===== config.mk =====
export PLATFORM = sky130hd
export DESIGN_NAME = activation_load_ctrl
export DESIGN_NICKNAME = d
export VERILOG_FILES = /design/src/rtl/act_load_pkg.sv /design/src/rtl/act_relu7.sv /design/src/rtl/activation_load_ctrl.sv
export SDC_FILE = /design/constraint.sdc
export NUM_CORES = 1
export LEC_CHECK = 0
export CORE_ASPECT_RATIO = 1.25
export CORE_MARGIN = 2
export CORE_UTILIZATION = 39
export DETAILED_ROUTE_END_ITERATION = 6
export GPL_ROUTABILITY_DRIVEN = 0
export HOLD_SLACK_MARGIN = 0.12
export PLACE_DENSITY = 0.65
export SYNTH_ARGS = -nofsm -noshare
export SYNTH_HDL_FRONTEND = slang
export SYNTH_HIERARCHICAL = 1
export SYNTH_SLANG_ARGS = --single-unit
export TNS_END_PERCENT = 50

===== constraint.sdc =====
create_clock -name clk -period 1.45 [get_ports clk]
set_input_delay 0.2175 -clock clk [delete_from_list [all_inputs] [get_ports clk]]
set_output_delay 0.2175 -clock clk [all_outputs]
set_load 0.03 [all_outputs]

===== src/rtl/act_load_pkg.sv =====
// Shared types and constants for the activation tile loader.
package act_load_pkg;

  // Default array dimension; also the tile geometry seen by Activation_Memory
  localparam int unsigned SIZE_DEF  = 8;

  // Post-ReLU activation word width, shared with Activation_Memory
  localparam int unsigned ACT_WIDTH = 7;

  // Loader FSM encoding
  typedef enum logic [1:0] {
    IDLE = 2'd0,
    LOAD = 2'd1,
    CAL  = 2'd2,
    DONE = 2'd3
  } state_t;

  // Words per tile for a SIZE x SIZE array
  function automatic int unsigned mem_words(input int unsigned size);
    return size * size;
  endfunction

  // Length of the skewed systolic feed window
  function automatic int unsigned cal_cycles(input int unsigned size);
    return (2 * size) - 1;
  endfunction

  localparam int unsigned MEM_SIZE_DEF   = mem_words(SIZE_DEF);
  localparam int unsigned CAL_CYCLES_DEF = cal_cycles(SIZE_DEF);

endpackage


===== src/rtl/act_relu7.sv =====
// Combinational ReLU: signed IN_WIDTH activation to unsigned 7-bit word.
module act_relu7
  import act_load_pkg::*;
#(
  parameter int unsigned IN_WIDTH = 8
) (
  input  logic [IN_WIDTH-1:0]  act,
  output logic [ACT_WIDTH-1:0] relu
);

  // Negative inputs clamp to zero; non-negative inputs keep their low bits
  always_comb begin
    relu = act[ACT_WIDTH-1:0];
    if (act[IN_WIDTH-1]) begin
      relu = '0;
    end
  end

endmodule


===== src/rtl/activation_load_ctrl.sv =====
// Loads one SIZE*SIZE activation tile into Activation_Memory, then opens
// the Cal window that drives the skewed systolic feed.
module activation_load_ctrl
  import act_load_pkg::*;
#(
  parameter  int unsigned SIZE       = SIZE_DEF,
  parameter  int unsigned IN_WIDTH   = 8,
  localparam int unsigned MEM_SIZE   = mem_words(SIZE),
  localparam int unsigned ADDR_WIDTH = $clog2(MEM_SIZE),
  localparam int unsigned CAL_CYCLES = cal_cycles(SIZE),
  localparam int unsigned CNT_WIDTH  = $clog2(CAL_CYCLES + 1)
) (
  input  logic                  clk,
  input  logic                  rst,
  input  logic                  start,
  input  logic [IN_WIDTH-1:0]   act_in,
  input  logic                  act_in_valid,
  output logic                  act_in_ready,
  output logic [ACT_WIDTH-1:0]  Activation,
  output logic [ADDR_WIDTH-1:0] Activation_Mem_Address_in,
  output logic                  load_mem_done,
  output logic                  Cal,
  output logic                  busy,
  output logic                  tile_done
);

  localparam logic [ADDR_WIDTH-1:0] LAST_BEAT = ADDR_WIDTH'(MEM_SIZE - 1);
  localparam logic [CNT_WIDTH-1:0]  LAST_CAL  = CNT_WIDTH'(CAL_CYCLES - 1);

  state_t                state;
  logic [ADDR_WIDTH-1:0] beat_cnt;
  logic [CNT_WIDTH-1:0]  cal_cnt;
  logic [ACT_WIDTH-1:0]  relu_val;
  logic                  accept;

  act_relu7 #(
    .IN_WIDTH (IN_WIDTH)
  ) u_relu (
    .act  (act_in),
    .relu (relu_val)
  );

  // Ready and busy follow the state register directly
  always_comb begin
    act_in_ready = (state == LOAD);
    busy         = (state != IDLE);
    accept       = act_in_ready && act_in_valid;
  end

  // Tile sequencer: beat counter, write port, Cal window and done pulse.
  // Cal is raised one cycle after entering CAL so the final write lands
  // before the downstream index starts sweeping.
  always_ff @(posedge clk) begin
    if (rst) begin
      state                     <= IDLE;
      beat_cnt                  <= '0;
      cal_cnt                   <= '0;
      Activation                <= '0;
      Activation_Mem_Address_in <= '0;
      load_mem_done             <= 1'b1;
      Cal                       <= 1'b0;
      tile_done                 <= 1'b0;
    end else begin
      load_mem_done <= 1'b1;
      tile_done     <= 1'b0;
      case (state)
        IDLE: begin
          if (start) begin
            state    <= LOAD;
            beat_cnt <= '0;
          end
        end
        LOAD: begin
          if (accept) begin
            Activation                <= relu_val;
            Activation_Mem_Address_in <= beat_cnt;
            load_mem_done             <= 1'b0;
            beat_cnt                  <= beat_cnt + ADDR_WIDTH'(1);
            if (beat_cnt == LAST_BEAT) begin
              state   <= CAL;
              cal_cnt <= '0;
            end
          end
        end
        CAL: begin
          if (!Cal) begin
            Cal     <= 1'b1;
            cal_cnt <= '0;
          end else if (cal_cnt == LAST_CAL) begin
            Cal       <= 1'b0;
            tile_done <= 1'b1;
            state     <= DONE;
          end else begin
            cal_cnt <= cal_cnt + CNT_WIDTH'(1);
          end
        end
        DONE: begin
          state <= IDLE;
        end
        default: begin
          state <= IDLE;
        end
      endcase
    end
  end

endmodule


# [Word-level counts from Yosys, hierarchy flattened]
# Cells that the tools add are included.
[classes] mul=0 shift=0 div_mod_pow=0 n_reduce_logical=11 n_eq_ne=11 n_bitwise=3 mux=19 n_lt_le_gt_ge=0 n_addsub=2
[op_table] operator="two-way mux 4 bit" n=4
[op_table] operator="two-way mux 6 bit" n=2
[op_table] operator="case mux 6 bit (2 select lines)" n=1
[op_table] operator="two-way mux 2 bit" n=5
[op_table] operator="case mux 2 bit (4 select lines)" n=1
[op_table] operator="case mux 4 bit (2 select lines)" n=1
[op_table] operator="two-way mux 7 bit" n=1
[op_table] operator="adder 6 x 1 -> 6 bit, second input constant" n=1
[op_table] operator="== test 6 bit, second input constant" n=1
[op_table] operator="!= test 2 bit, second input constant" n=3
[op_table] operator="nonzero test 2 bit" n=3
[op_table] operator="AND reduction 5 bit" n=1
[op_table] operator="adder 4 x 1 -> 4 bit, second input constant" n=1
[op_table] operator="== test 2 bit, second input constant" n=2
[op_table] operator="== test 4 bit, second input constant" n=1
[op_table] operator="two-way mux 1 bit" n=4
[op_table] operator="!= test 2 x 1 -> 1 bit, second input constant" n=2
[op_table] operator="AND reduction 4 bit" n=1
[op_table] operator="!= test 3 bit, second input constant" n=1
[op_table] operator="inverter 1 bit" n=3
[op_table] operator="AND reduction 3 bit" n=1
[op_table] operator="OR reduction 3 bit" n=1
[op_table] operator="== test 2 x 1 -> 1 bit, second input constant" n=1
[op_table] operator="zero test 2 bit" n=1
[op_table] operator="other kinds (3)" n=3
[word_totals] wordCells=54 memories=0 romBits=0 ff_bits=28 mem_bits_rw=0 out_inout_bits=18 latchBits=0 inputBits=12

# [Longest topological paths before layout]
# Gate-level depths: netlist of the first run.
[logic_depth] word_depth=4 ltp_mapped=6 mapped_depth_nobuf=6

# [Cells and area by module]
# The synthesis of the first run kept the hierarchy.
[by_module_without_submodules] module="activation_load_ctrl" n_inst=1 area_per_inst_um2=1224.9 seq_area_each_um2=560.5 cells_per_inst=143
[by_module_without_submodules] module="act_relu7" n_inst=1 area_per_inst_um2=43.8 seq_area_each_um2=0.0 cells_per_inst=7

# [Worst setup path before layout of the first run]
# OpenSTA, ideal clock, no wires.
[synth_timing] path_type="register to register" startpoint="reg state[1]" endpoint="reg cal_cnt[2]" setup_ps=70 arrival_time_ps=1760 n_path_buf=0 required_time_ps=1380 period_less_slack_ps=1830 path_slack_ps=-380 path_stages_with_launch=7 cell_sequence="dfxtp_1 -> inv_1 -> ha_1 -> nand4_1 -> a2bb2oi_2 -> or4b_1 -> a21oi_1"
[synth_via] elab_chain_cells=4 elab_cells_between_ends=9 cone_classes="5 x eq/ne; 1 x mux; 3 x reduce/logical"
[synth_lines] element="from (decl)" line="activation_load_ctrl.sv:30" source="state_t state;"
[synth_lines] element="from (signal assigned)" line="activation_load_ctrl.sv:55" source="state <= IDLE;"
[synth_lines] element="from (signal assigned)" line="activation_load_ctrl.sv:69" source="state <= LOAD;"
[synth_lines] element="from (signal assigned)" line="activation_load_ctrl.sv:80" source="state <= CAL;"
[synth_lines] element="== test 2 x 1 -> 1 bit *" line="activation_load_ctrl.sv:45" source="act_in_ready = (state == LOAD);"
[synth_lines] element="net act_in_ready" line="activation_load_ctrl.sv:18" source="output logic act_in_ready,"
[synth_lines] element="logical AND 1 bit" line="activation_load_ctrl.sv:47" source="accept = act_in_ready && act_in_valid;"
[synth_lines] element="!= test 2 x 1 -> 1 bit (no line)"
[synth_lines] element="AND reduction 4 bit (no line)"
[synth_lines] element="to (signal assigned)" line="activation_load_ctrl.sv:94" source="cal_cnt <= cal_cnt + CNT_WIDTH'(1);"
[synth_lines] element="to (decl)" line="activation_load_ctrl.sv:32" source="logic [CNT_WIDTH-1:0] cal_cnt;"
# The timed path passes the listed nets; every way through them passes the cells marked *.
# A chain may end at the register's enable or synchronous reset.

# [Worst setup path after layout of the first run]
[layout_timing] startpoint="reg state[1]" endpoint="reg cal_cnt[2]"
[layout_via] elab_chain_cells=4 elab_cells_between_ends=9 cone_classes="5 x eq/ne; 1 x mux; 3 x reduce/logical"
[layout_lines] element="== test 2 x 1 -> 1 bit" line="activation_load_ctrl.sv:45, activation_load_ctrl.sv:66"
[layout_lines] element="logical AND 1 bit" line="activation_load_ctrl.sv:47"
[layout_lines] element="!= test 2 x 1 -> 1 bit (no line)"
[layout_lines] element="AND reduction 4 bit (no line)"
# Several ways; a longest one is shown, not always the timed one.

==> summary.log, run 1 <==
INFO  sta            number_of_max_slew_violations_in_the_final_report=0
INFO  cts            root_buffer=sky130_fd_sc_hd__clkbuf_8
INFO  placed_design  dp_hpwl=2187µm
INFO  die            initial_core_util=40.08%
INFO  layout         area_growth=48.32%
INFO  layout         finish.net_count=221
INFO  cts            cts_sinks=28
INFO  power          worst_ir_drop_vdd=1.150mV
INFO  logic_synthesis synth_largest_type_area_fraction=44.18%
INFO  layout         layout-drive-gt1-share=25.25%
INFO  die            die_w=55.02µm
INFO  logic_synthesis synth_compound_area_share=15.19%
INFO  critical_path  timing.critical_path.slowest_stage_cell=sky130_fd_sc_hd__or4b_4
INFO  logic_synthesis netlist_top_cells_count=35 x sky130_fd_sc_hd__nand2_1, 28 x sky130_fd_sc_hd__dfxtp_1, 18 x sky130_fd_sc_hd__a21oi_1
INFO  sta            fin_crit_sh=105.4%
INFO  grt            global_route.peak_usage_layer=met2
INFO  routing        antenna_left=0
INFO  routing        route.vias.total=1231
INFO  logic_synthesis synth.avg_cell_area=8.458µm²
INFO  logic_synthesis synth_unique_cells=34
INFO  sta            setup_total_negative_slack=-0.2064ns
INFO  cts            cts_max_path_buffers=2
INFO  layout         antennaDiodeCount=0
INFO  critical_path  crit_path_max_incr_delay=0.49ns
INFO  logic_synthesis synth_largest_area_cell=sky130_fd_sc_hd__dfxtp_1
INFO  grt            grt_max_degree=20
INFO  die            fp.dieH=67.77µm
INFO  grt            grt_first_pass_wirelength=4809µm
INFO  placed_design  placed_cell_area=1739µm²
INFO  outcome        result_of_the_run=complete, but fails checks
INFO  job            maxCapViolCount=0
INFO  logic_synthesis netlist_area_before_placement=1269µm²
INFO  placed_design  numPortBuffers=29
INFO  cts            cts_tree=yes
INFO  logic_synthesis synth-xor-area-share=2.071%
INFO  hold_path      whs_path_depth=2
INFO  critical_path  worst-endpoint-arrival=1.74ns
INFO  logic_synthesis synth-seq-area-share=44.18%
INFO  grt            grt_antenna_before_repair=0
INFO  grt            gr-usage-met3=2.434%
INFO  sta            final_setup_violation_count=4
INFO  logic_synthesis post-synth-top-count-cell=sky130_fd_sc_hd__nand2_1
INFO  critical_path  reg2reg_depth=6
INFO  critical_path  crit_chain=inv_2, ha_4, nand4_1, a2bb2oi_2, or4b_4, a21oi_2
INFO  critical_path  setup.worst_path.start_class=flop
INFO  logic_synthesis synthesis.yosys.warnings=6
INFO  cts            cts-buffers-inserted=3
INFO  sta            max_freq=654.3MHz
INFO  critical_path  end_kind=flop
INFO  layout         design_area=1882µm²
INFO  cts            number_of_levels_the_h_tree_was_split_into=1
INFO  cts            worstSkewPairLatency=0.27ns
INFO  logic_synthesis dominant_combinational_cell_family_by_area_after_synthesis=simple AND/OR/NAND/NOR gates
INFO  grt            use_met1=19.29%
INFO  grt            grt_usage=17.12%
INFO  outcome        violations=negative setup slack
INFO  sta            final-hold-violation-count=0
INFO  cts            clkSlewWorstSetupHoldPaths=0.09ns
INFO  logic_synthesis synth-edff-count=0
INFO  die            dieArea=3728µm²
INFO  routing        drt-wirelength-per-cell=12.41µm
INFO  logic_synthesis post_synth_mux_area_share=1.677%
INFO  grt            total_congestion_overflow_after_global_routing=0
INFO  logic_synthesis synthAdderAreaFrac=5.917%
INFO  logic_synthesis commonest_register_cell_after_synthesis=sky130_fd_sc_hd__dfxtp_1
INFO  sta            timing.final.ws_setup=-0.07833ns
INFO  logic_synthesis syn-num-nets=168
INFO  layout         layout.core_utilization=59.45%
INFO  critical_path  worstPathMaxFanout=6
INFO  power          cellPowerDensity=1385nW/µm²
INFO  grt            first_global_vias=1165
INFO  die            top_level_ports=30
INFO  routing        first_pass_iters=4
INFO  logic_synthesis postSynth.asyncResetShare=0%
INFO  logic_synthesis syn-instance-count=150
INFO  routing        postRouteWirelength=2965µm
INFO  power          leakagePower=0.7819nW
INFO  die            floorplan.rows=23
INFO  logic_synthesis post_synth_and_or_nand_nor_area_fraction=26.43%
INFO  critical_path  critical_path_class=flop to flop
INFO  sta            timing_worst_slew_pin_value=0.2918ns
INFO  grt            globalRouteMet2Util=31.10%
INFO  sta            finalHoldWorstSlack=0.4527ns
INFO  sta            final.min_clock_period=1.528ns
INFO  critical_path  critPathRequiredTime=1.66ns
INFO  sta            rsz0062_at_grt=true
INFO  routing        route.detailed.drc=0
INFO  logic_synthesis synth.ff_latch_count=28
INFO  sta            timing.slew.headroom=80.30%
INFO  routing        via_per_inst=5.151
INFO  sta            setup_skew_after_layout=0.001923ns
INFO  routing        drt_iter0_markers=27
INFO  hold_path      hold_class=flop to flop
INFO  logic_synthesis ys_top_cells_by_area=sky130_fd_sc_hd__dfxtp_1 44%, sky130_fd_sc_hd__nand2_1 10%, sky130_fd_sc_hd__a21oi_1 7.1%
INFO  die            core_area=3166µm²
-- repair_timing --
item	4_1_cts	5_1_grt
setup endpoints to repair	26	14
pin swaps	0	4
setup buffers	0	3
cloned	0	0
hold endpoints to repair	0	0
resized for setup	18	17
hold buffers	0	0
-- per-stage QoR --
stage,cells,worst slack (ns),total power [mW]
finish,239,-0.07833,2.606
global route,239,-0.1526,2.757
CTS,236,-0.09841,2.495
detailed placement,232,-0.3061,1.882
global placement,232,-0.2781,1.855
floorplan,150,-0.07263,1.470
-- area by class of cell --
class / instances / area [µm²]
Tap cell: 37 / 46.29
Sequential cell: 28 / 566.8
Timing Repair Buffer: 52 / 441.7
Inverter: 7 / 26.28
Multi-Input combinational cell: 111 / 729.5
Clock inverter: 1 / 30.03
Fill cell: 307 / 1284
Clock buffer: 3 / 41.29
-- critical path, delay by kind of cell (launching register included) --
family,cells,cell delay (ns)
AO/OA/AOI/OAI,2,0.29
flip-flops,1,0.34
AND/OR/NAND/NOR,2,0.61
buffers and inverters,1,0.07
adder cells (fa/ha/maj),1,0.17
-- cells by family (layout without fill, tap and decap cells) --
| kind of cell | count (synthesis) | in the layout |
|---|---|---|
| buf+inv | 11 | 63 |
| mux | 2 | 2 |
| fa+ha+maj | 6 | 6 |
| xor+xnor | 3 | 3 |
| simple gates | 69 | 69 |
| flops | 28 | 28 |
| compound gates | 31 | 31 |
-- final timing paths --
path	from	endpoint	slack (ns)
setup / recovery	state[1]$_SDFFE_PP0P_	cal_cnt[2]$_SDFFE_PP0P_	-0.08
hold / removal	Activation_Mem_Address_in[1]$_SDFFE_PP0P_	Activation_Mem_Address_in[1]$_SDFFE_PP0P_	0.45
setup reg to reg	state[1]$_SDFFE_PP0P_	cal_cnt[2]$_SDFFE_PP0P_	-0.08
hold reg to reg	Activation_Mem_Address_in[1]$_SDFFE_PP0P_	Activation_Mem_Address_in[1]$_SDFFE_PP0P_	0.45
-- flip-flops by register name, indices dropped and copies added (netlist names) --
name / count
Activation_Mem_Address_in: 6
tile_done: 1
beat_cnt: 6
Activation: 7
state: 2
cal_cnt: 4
load_mem_done: 1
Cal: 1
-- power breakdown --
| group | switching [mW] | internal, mW |
|---|---|---|
| clock network | 0.230 | 0.369 |
| logic | 0.580 | 0.536 |
| registers | 0.0521 | 0.840 |
| total | 0.862 | 1.74 |
-- placed cells by master (no fill, tap or decap), drive strengths merged, types with 5 or more instances in the layout --
master         Yosys  layout
nand2             35      35
clkdlybuf4s50      0      11
nor2b              8       8
ha                 6       6
nor2               6       6
inv                7       7
a21oi             18      18
dfxtp             28      28
dlygate4sd2        0      16
nand3              5       5
buf                1      25
-- layer usage --
metal	share of wire (%)	vias to the layer above	wire [µm]
li1	-	615	-
met5	0	-	0
met2	52	38	1542
met3	5.4	4	159
met1	41	574	1219
met4	1.5	0	44
Note: power is estimated with default switching activity, not from simulation.
==> run 2, diff against run 1 <==
- CAP_MARGIN: default -> 20
==> results of run 2 <==
Final layout, timing and power as in run 1 (identical DEF).
==> run 3, diff against run 2 <==
- DONT_BUFFER_PORTS: default -> 1
- PLACE_DENSITY: 0.65 -> 0.52
==> run 3 against run 2 <==
Effect of this change:
- the flow finishes with violations (negative hold slack, negative setup slack)
- clock-buffer cell count did not move
- clock skew rose by 0.0027 ns
- die area did not move
- final area fell by 8.2%
- via count fell by 7.6%
- non-clock buffer count fell by 19
- largest power group unchanged
==> summary.log, run 3 (synthesis gave the netlist of run 1 again) <==
INFO  routing        route.vias.total=1138
INFO  layout         final_cell_mix=33 x sky130_fd_sc_hd__nand2_1, 29 x sky130_fd_sc_hd__buf_4, 24 x sky130_fd_sc_hd__dfxtp_1
INFO  grt            grt_max_degree=21
INFO  layout         layout-drive-gt1-share=34.97%
INFO  power          worst_ir_drop_vdd=1.148mV
INFO  cts            root_buffer=sky130_fd_sc_hd__clkbuf_8
INFO  sta            max_freq=648.1MHz
INFO  layout         area_growth=36.19%
INFO  job            maxCapViolCount=0
INFO  hold_path      min_from=rst
INFO  critical_path  reg2reg_depth=8
INFO  placed_design  placed_cell_area=1514µm²
INFO  cts            cts_tree=yes
INFO  sta            final_setup_violation_count=9
INFO  cts            worstSkewPairLatency=0.28ns
INFO  cts            cts_max_path_buffers=2
INFO  sta            timing_worst_slew_pin_value=0.3378ns
INFO  critical_path  end_kind=flop
INFO  critical_path  critPathRequiredTime=1.63ns
INFO  layout         largest_register_ff_count=7
INFO  grt            grt_antenna_before_repair=0
INFO  power          leakagePower=0.6455nW
INFO  grt            grt_first_pass_wirelength=4664µm
INFO  cts            clkSlewWorstSetupHoldPaths=0.10ns
INFO  critical_path  timing.critical_path.slowest_stage_cell=sky130_fd_sc_hd__dfxtp_4
INFO  critical_path  timing.rr.start=state[1]$_SDFFE_PP0P_
INFO  layout         layout.cells.most_common=sky130_fd_sc_hd__nand2_1
INFO  layout         design_area=1728µm²
INFO  sta            timing.slew.headroom=77.45%
INFO  critical_path  setup.worst_path.start_class=flop
INFO  sta            final.min_clock_period=1.543ns
INFO  layout         layout.core_utilization=54.58%
INFO  die            die_w=55.02µm
INFO  layout         antennaDiodeCount=0
INFO  sta            timing.final.ws_setup=-0.09304ns
INFO  sta            finalHoldWorstSlack=-0.01391ns
INFO  critical_path  timing.rr.end=beat_cnt[2]$_SDFFE_PP0P_
INFO  critical_path  critical_path_class=flop to flop
INFO  power          cellPowerDensity=1588nW/µm²
INFO  critical_path  worstPathMaxFanout=4
INFO  grt            first_global_vias=1121
INFO  critical_path  crit_cells=8
INFO  die            top_level_ports=30
INFO  routing        first_pass_iters=4
INFO  grt            grt_usage=17.24%
INFO  sta            final-hold-violation-count=9
INFO  layout         reg.largest.list=Activation (7), Activation_Mem_Address_in (6), beat_cnt (6)
INFO  outcome        result_of_the_run=complete, but fails checks
INFO  critical_path  reg2reg_slack=-0.09ns
INFO  cts            cts-buffers-inserted=3
INFO  die            initial_core_util=40.08%
INFO  critical_path  crit_chain=inv_4, buf_4, ha_4, mux2_4, nand3_4, buf_6, xor2_1, nor2_1
INFO  critical_path  cp_num_buf_inv=3
INFO  hold_path      hold_end=cal_cnt[2]$_SDFFE_PP0P_
INFO  sta            number_of_max_slew_violations_in_the_final_report=0
INFO  cts            cts_sinks=28
INFO  placed_design  numPortBuffers=0
INFO  die            fp.dieH=67.77µm
INFO  layout         largest-register=Activation
INFO  routing        drt-wirelength-per-cell=13.37µm
INFO  hold_path      hold_class=input port to flop
INFO  cts            number_of_levels_the_h_tree_was_split_into=1
INFO  grt            total_congestion_overflow_after_global_routing=0
INFO  die            core_area=3166µm²
INFO  sta            setup_skew_after_layout=0.004637ns
INFO  sta            rsz0062_at_grt=true
INFO  die            dieArea=3728µm²
INFO  placed_design  dp_hpwl=2087µm
INFO  routing        via_per_inst=5.173
INFO  outcome        violations=negative hold slack, negative setup slack
INFO  sta            fin_crit_sh=106.4%
INFO  routing        antenna_left=0
INFO  layout         finish.net_count=202
INFO  hold_path      whs_path_depth=1
INFO  sta            setup_total_negative_slack=-0.4280ns
INFO  critical_path  cpLargestDelayFamily=flip-flops
INFO  critical_path  crit_path_max_incr_delay=0.38ns
INFO  routing        drt_iter0_markers=10
INFO  critical_path  worst-endpoint-arrival=1.72ns
INFO  die            floorplan.rows=23
INFO  routing        route.detailed.drc=0
INFO  routing        postRouteWirelength=2941µm
-- run 3: stage by stage --
stage                     std cells  total power [mW]  setup slack, ns
final                           220             2.744         -0.09304
after global routing            220             2.910          -0.1550
after CTS                       216             2.545         -0.05545
after detailed placement        211             1.844         -0.07694
after global placement          211             1.824         -0.04991
after floorplan                 150             1.470         -0.07263
-- run 3: routing by layer --
metal	track usage [%]	up-vias	wire length (µm)
li1	-	579	-
met1	17.89	533	1197
met2	31.85	20	1584
met3	3.097	6	100
met4	8.537	0	58
met5	0	-	0
-- run 3: final cells by class --
class                   count  area [µm²]
multi-input cells         111       747.0
fillers                   290        1438
flip-flops and latches     28       568.0
clock inverters             1       30.03
repair buffers             33       262.8
clock buffers               3       41.29
well taps                  37       46.29
inverters                   7       32.53
-- run 3: worst max path at each step --
| stage | to | slack [ns] | from |
|---|---|---|---|
| final | beat_cnt[2]$_SDFFE_PP0P_ | -0.09 | state[1]$_SDFFE_PP0P_ |
| after global routing | cal_cnt[2]$_SDFFE_PP0P_ | -0.15 | state[1]$_SDFFE_PP0P_ |
| after CTS | cal_cnt[2]$_SDFFE_PP0P_ | -0.06 | state[1]$_SDFFE_PP0P_ |
| after detailed placement | state[1]$_SDFFE_PP0P_ | -0.08 | state[0]$_SDFFE_PP0P_ |
| after global placement | beat_cnt[4]$_SDFFE_PP0P_ | -0.05 | state[0]$_SDFFE_PP0P_ |
| after floorplan | cal_cnt[2]$_SDFFE_PP0P_ | -0.07 | state[1]$_SDFFE_PP0P_ |
-- run 3: what timing repair did --
action	in CTS	in global routing
endpoints found under the hold margin	17	17
setup buffers	1	4
gates resized for setup	7	22
endpoints found under the setup margin	9	22
pin swaps	3	12
-- run 3: power by group --
part	leakage, nW	switching, mW	total [mW]	internal [mW]
clock network	0.0357	0.249	0.619	0.370
registers	0.228	0.0994	0.943	0.844
logic	0.381	0.585	1.18	0.597
total	0.646	0.933	2.74	1.81
-- run 3: worst reg2reg max path, delay by kind of cell (launching register included) --
family | cells | cell delay [ns]
muxes | 1 | 0.31
adders and majority gates | 1 | 0.17
buffers and inverters | 3 | 0.26
DFF | 1 | 0.38
and+or+nand+nor | 2 | 0.17
xor gates and xnor gates | 1 | 0.14
